--- src/rtl/shifter_pipe.sv ---
// shifter_pipe: pipelined barrel shifter / rotator (SLL, SRL, SRA, ROR).
// One log-shift stage per register; stage k shifts by 2^k when shamt bit k
// is set. The last stage is the output register, with zero/negative flags
// registered alongside the result. Whole pipe freezes while the output is
// stalled; flush drops every in-flight operation.
module shifter_pipe #(
   parameter  int WIDTH = 16,
   localparam int SHW   = $clog2(WIDTH)
) (
   input  logic             clk,
   input  logic             rst,
   input  logic             flush,
   input  logic             in_valid,
   output logic             in_ready,
   input  logic [WIDTH-1:0] in_data,
   input  logic [SHW-1:0]   in_shamt,
   input  logic [1:0]       in_op,
   output logic             out_valid,
   input  logic             out_ready,
   output logic [WIDTH-1:0] out_data,
   output logic             out_zr,
   output logic             out_neg
);

   localparam logic [1:0] OP_SLL = 2'b00;
   localparam logic [1:0] OP_SRL = 2'b01;
   localparam logic [1:0] OP_SRA = 2'b10;

   // One fixed-distance shift/rotate step; s is a per-stage constant.
   function automatic logic [WIDTH-1:0] step(input logic [WIDTH-1:0] d,
                                             input logic [1:0]       op,
                                             input logic             sgn,
                                             input int               s);
      logic [WIDTH-1:0] fill;
      fill = sgn ? ~({WIDTH{1'b1}} >> s) : '0;
      case (op)
         OP_SLL:  step = d << s;
         OP_SRL:  step = d >> s;
         OP_SRA:  step = (d >> s) | fill;
         default: step = (d >> s) | (d << (WIDTH - s));
      endcase
   endfunction

   // Stage registers. Metadata is only needed by downstream stages, so the
   // output stage keeps just data and valid.
   logic [WIDTH-1:0] data_q  [SHW];
   logic             vld_q   [SHW];
   logic [SHW-1:0]   shamt_q [SHW-1];
   logic [1:0]       op_q    [SHW-1];
   logic             sign_q  [SHW-1];

   // Stage inputs and per-stage next data.
   logic [WIDTH-1:0] src_data  [SHW];
   logic [SHW-1:0]   src_shamt [SHW];
   logic [1:0]       src_op    [SHW];
   logic             src_sign  [SHW];
   logic             src_vld   [SHW];
   logic [WIDTH-1:0] nxt_data  [SHW];

   logic stall;

   assign stall     = vld_q[SHW-1] && !out_ready;
   assign in_ready  = !stall;
   assign out_valid = vld_q[SHW-1];
   assign out_data  = data_q[SHW-1];

   for (genvar k = 0; k < SHW; k++) begin : g_stage
      if (k == 0) begin : g_head
         // Sign is captured at accept and carried with the operation.
         assign src_data[k]  = in_data;
         assign src_shamt[k] = in_shamt;
         assign src_op[k]    = in_op;
         assign src_sign[k]  = in_data[WIDTH-1];
         assign src_vld[k]   = in_valid;
      end else begin : g_chain
         assign src_data[k]  = data_q[k-1];
         assign src_shamt[k] = shamt_q[k-1];
         assign src_op[k]    = op_q[k-1];
         assign src_sign[k]  = sign_q[k-1];
         assign src_vld[k]   = vld_q[k-1];
      end
      assign nxt_data[k] = src_shamt[k][k]
                         ? step(src_data[k], src_op[k], src_sign[k], 1 << k)
                         : src_data[k];
   end

   // Advance all stages together unless stalled; flush kills every valid bit.
   always_ff @(posedge clk or posedge rst) begin
      if (rst) begin
         for (int k = 0; k < SHW; k++) begin
            data_q[k] <= '0;
            vld_q[k]  <= 1'b0;
         end
         for (int k = 0; k < SHW - 1; k++) begin
            shamt_q[k] <= '0;
            op_q[k]    <= '0;
            sign_q[k]  <= 1'b0;
         end
      end else begin
         if (!stall) begin
            for (int k = 0; k < SHW; k++) begin
               data_q[k] <= nxt_data[k];
               vld_q[k]  <= src_vld[k];
            end
            for (int k = 0; k < SHW - 1; k++) begin
               shamt_q[k] <= src_shamt[k];
               op_q[k]    <= src_op[k];
               sign_q[k]  <= src_sign[k];
            end
         end
         if (flush) begin
            for (int k = 0; k < SHW; k++) vld_q[k] <= 1'b0;
         end
      end
   end

   // Flags come from the final-stage result so they load with out_data.
   always_ff @(posedge clk or posedge rst) begin
      if (rst) begin
         out_zr  <= 1'b0;
         out_neg <= 1'b0;
      end else if (!stall) begin
         out_zr  <= (nxt_data[SHW-1] == '0);
         out_neg <= nxt_data[SHW-1][WIDTH-1];
      end
   end

endmodule

--- config.mk ---
export PLATFORM = sky130hd
export DESIGN_NAME = shifter_pipe
export DESIGN_NICKNAME = d
export VERILOG_FILES = /design/src/rtl/shifter_pipe.sv
export SDC_FILE = /design/constraint.sdc
export NUM_CORES = 1
export LEC_CHECK = 0
export ABC_CLOCK_PERIOD_IN_PS = 1960
export BUFFER_PORTS_ARGS = -buffer_cell sky130_fd_sc_hd__buf_2
export CAP_MARGIN = 20
export CORE_ASPECT_RATIO = 0.5
export CORE_UTILIZATION = 54
export DETAILED_ROUTE_END_ITERATION = 10
export GPL_TIMING_DRIVEN = 0
export PLACE_DENSITY = 0.88
export SLEW_MARGIN = 5
export SYNTH_ARGS = -nofsm -noshare
export SYNTH_HDL_FRONTEND = slang
export SYNTH_SLANG_ARGS = --single-unit
export TNS_END_PERCENT = 100
--- constraint.sdc ---
create_clock -name clk -period 1.96 [get_ports clk]
set_input_delay 0 -clock clk [delete_from_list [all_inputs] [get_ports clk]]
set_output_delay 0 -clock clk [all_outputs]
set_load 0.03 [all_outputs]
==> reports/metrics.csv <==
stage;metric;value;unit
die;fp.dieW;133;um
final_layout;final_util;66.5;%
synthesis;yosysSeqAreaShare;45.3;%
global_route;track_usage;28.7;%
clocking;clockBufferDepth;2;
worst_setup_path;criticalPathCategory;reg -> reg;
synthesis;synth_seq_cells;84;
sta;relSlewSlack;58.6;%
clocking;htreeDepth;3;
worst_setup_path;r2r_cells;6;
worst_hold_path;hold_start;in_data[13];
sta;rsz0062_at_grt;false;
synthesis;yosys_warnings;0;
die;coreArea;8170;um2
synthesis;yosysTopAreaCell;dfrtp_1;
worst_setup_path;reg2reg_slack;0.09;ns
synthesis;synthDistinctLibCells;38;
worst_hold_path;hp-class;in -> reg;
final_layout;n_fill_cell;666;
global_route;grt_pass1_wl;19300;um
drt;drt_wl_total;12100;um
worst_hold_path;whs_path_depth;4;
synthesis;synthAdderAreaFrac;0;%
drt;drt_iter0_markers;512;
die;die_h;67.5;um
synthesis;synthFlopType;dfrtp_1;
final_layout;n_antenna_cell;0;
sta;finalClockSkew;0.00439;ns
synthesis;synth_compound_area_share;22.1;%
global_route;grt_max_degree;43;
global_route;grt_pass1_vias;3908;
drt;avgRoutedWirePerCell;17.1;um
synthesis;synth_top_family_by_area;compound AO/OA/AOI/OAI gates;
final_layout;drive_gt1_share;18.4;%
die;initial_core_util;56.8;%
worst_setup_path;r2r-start;out_valid;
synthesis;synth_top_cell_area_share;45.3;%
placed_design;numPortBuffers;45;
synthesis;async_flop_share;100;%
power_and_ir_drop;p_leak;2.63;nW
run;cap_violations;0;
synthesis;synth_cells;524;
power_and_ir_drop;vdd_drop_max;0.477;mV
sta;finalWorstSetupSlack;0.0916;ns
synthesis;synth-simple-area-share;18.2;%
clocking;tritoncts;built;
placed_design;gp_congestion;0.934;
power_and_ir_drop;power_density;924;nW/um2
sta;post-route-period-util;95.3;%
die;dieArea;8990;um2
worst_setup_path;arrival;2.11;ns
worst_hold_path;hold_path_end;data_q[62];
worst_setup_path;critPathRequiredTime;2.20;ns
status;outcome;finished, final reports clean;
sta;fmax;0.535;GHz
sta;final-setup-viol-count;0;
drt;via_count;4256;
worst_setup_path;start_kind;flop;
die;row_count;23;
drt;route.detailed.drc;0;
placed_design;dpl.hpwl;8600;um
die;num_io_pins;47;
drt;viasPerCell;6.04;
placed_design;dp_cells;683;
sta;worst_slew_pin_slew;0.620;ns
worst_setup_path;r2r-end;data_q[28];
sta;post-route-min-period;1.87;ns
global_route;grt_remaining_overflow;0;
synthesis;syn_nets;551;
drt;ant_nets;0;
clocking;cts_sinks;84;
worst_setup_path;crit_fanout;10;
global_route;antenna_found_initial;0;
synthesis;synth_edf_count;0;
final_layout;nets;616;
drt;first_pass_iters;5;
final_layout;instances_no_fill;705;
sta;slew_viol_final;0;
synthesis;synthMuxAreaShare;5.61;%
synthesis;syn_avg_cell_area;8.85;um2
synthesis;netlist_area;4640;um2
clocking;cts_setup_buffers;0;
worst_setup_path;end_kind;flop;
clocking;clk_pin_slew;0.06;ns
clocking;cts_buffers;9;
synthesis;synth_area_leaders;dfrtp_1, nand2_1, mux2i_1;
clocking;clock-root-buffer;clkbuf_16;
sta;setup_tns;0;ns
sta;finalHoldViolCount;0;
placed_design;place_worst_setup_slack;0.185;ns
synthesis;synth-xor-area-share;0;%
clocking;clk_latency;0.34;ns
final_layout;area_delta_synth_final;17.1;%
## layout by cell type (no fill, tap or decap), drive strengths merged, types with 3 or more instances in the layout
master and n:
a21o 34, a221oi 8, nand2 110, or2 4, nand4 6, inv 8
buf 88, a31oi 6, mux2i 26, o21a 3, a211oi 12, dfrtp 84
o21ai 30, nor2b 7, dlygate4sd3 7, clkbuf 29, o221ai 6, nand3 11
a311oi 22, nor4 6, nor2 54, o211ai 13, a21oi 5
## through the flow
step | power [mW] | area [um2] | hold WS [ns]
floorplan | 2.93 | 4640 | 0.0631
global placement | 3.20 | 5010 | 0.196
detailed placement | 3.26 | 5050 | 0.0433
CTS | 5.03 | 5430 | 0.0825
global route | 5.23 | 5430 | 0.0997
finish | 5.02 | 5430 | 0.0849
## metal layers
metal / routed length, um / track usage [%] / part of all wire, %
met4: 241 / 11.2 / 2.0
met2: 5520 / 48.9 / 46
met3: 855 / 6.08 / 7.1
met5: 0 / 0 / 0
met1: 5430 / 36.6 / 45
## cell families (layout without fill, tap and decap cells)
kind of cell | count (synthesis) | count (layout)
multiplexers | 26 | 26
buffers and inverters | 69 | 138
AO/OA/AOI/OAI | 143 | 143
flip-flops | 84 | 84
AND/OR/NAND/NOR | 202 | 202
## cell usage after synthesis, drive strengths merged, types with 7 or more instances
cell	n
a211oi	12
a21o	34
a221oi	8
a311oi	22
buf	41
clkbuf	19
dfrtp	84
inv	9
mux2i	26
nand2	110
nand3	11
nor2	54
nor2b	7
o211ai	13
o21ai	30
## area by class of cell
class                           count  area, um2  share of cell area [%]
Clock inverter                      5       77.6                    1.43
Multi-Input combinational cell    371       2130                    39.2
Sequential cell                    84       2100                    38.7
Inverter                            9       37.5                   0.691
Clock buffer                       10        229                    4.21
Tap cell                          112        140                    2.58
Buffer                             60        372                    6.84
Timing Repair Buffer               54        343                    6.31
## flip-flops by register name, indices dropped and copies added (netlist names)
signal / cells
data_q: 48
out_data: 16
op_q: 6
shamt_q: 6
sign_q: 3
src_vld: 3
out_valid: 1
out_zr: 1
## worst max-delay path: stages (launching register included)
cell and delay, ns:
dfrtp_1 0.37, nor2b_1 0.12, clkbuf_1 0.18, inv_2 0.26, buf_1 0.46, o211ai_1 0.22
o21ai_0 0.15
## report_power, final
part | internal, mW | switching (mW) | total (mW)
clock | 1.10 | 0.659 | 1.76
combinational | 0.470 | 0.603 | 1.07
sequential | 1.95 | 0.234 | 2.19
total | 3.53 | 1.50 | 5.02
## repair_timing
action / 4_1_cts / 5_1_grt
hold buffers: 7 / 0
endpoints found under the hold margin: 27 / 0
resized for setup: 0 / 2
endpoints found under the setup margin: 0 / 1
## worst max path at each step
stage / startpoint / endpoint / slack (ns) / cells past startpoint
final: out_valid / data_q[28] / 0.09 / 6
after global routing: out_valid / data_q[28] / 0.008 / 6
after CTS: out_valid / in_ready / 0.005 / 5
after detailed placement: out_valid / data_q[28] / 0.18 / 6
after global placement: out_valid / data_q[30] / 0.23 / 6
after floorplan: out_valid / op_q[0] / 0.35 / 6
Note: power is estimated with default switching activity, not from simulation.
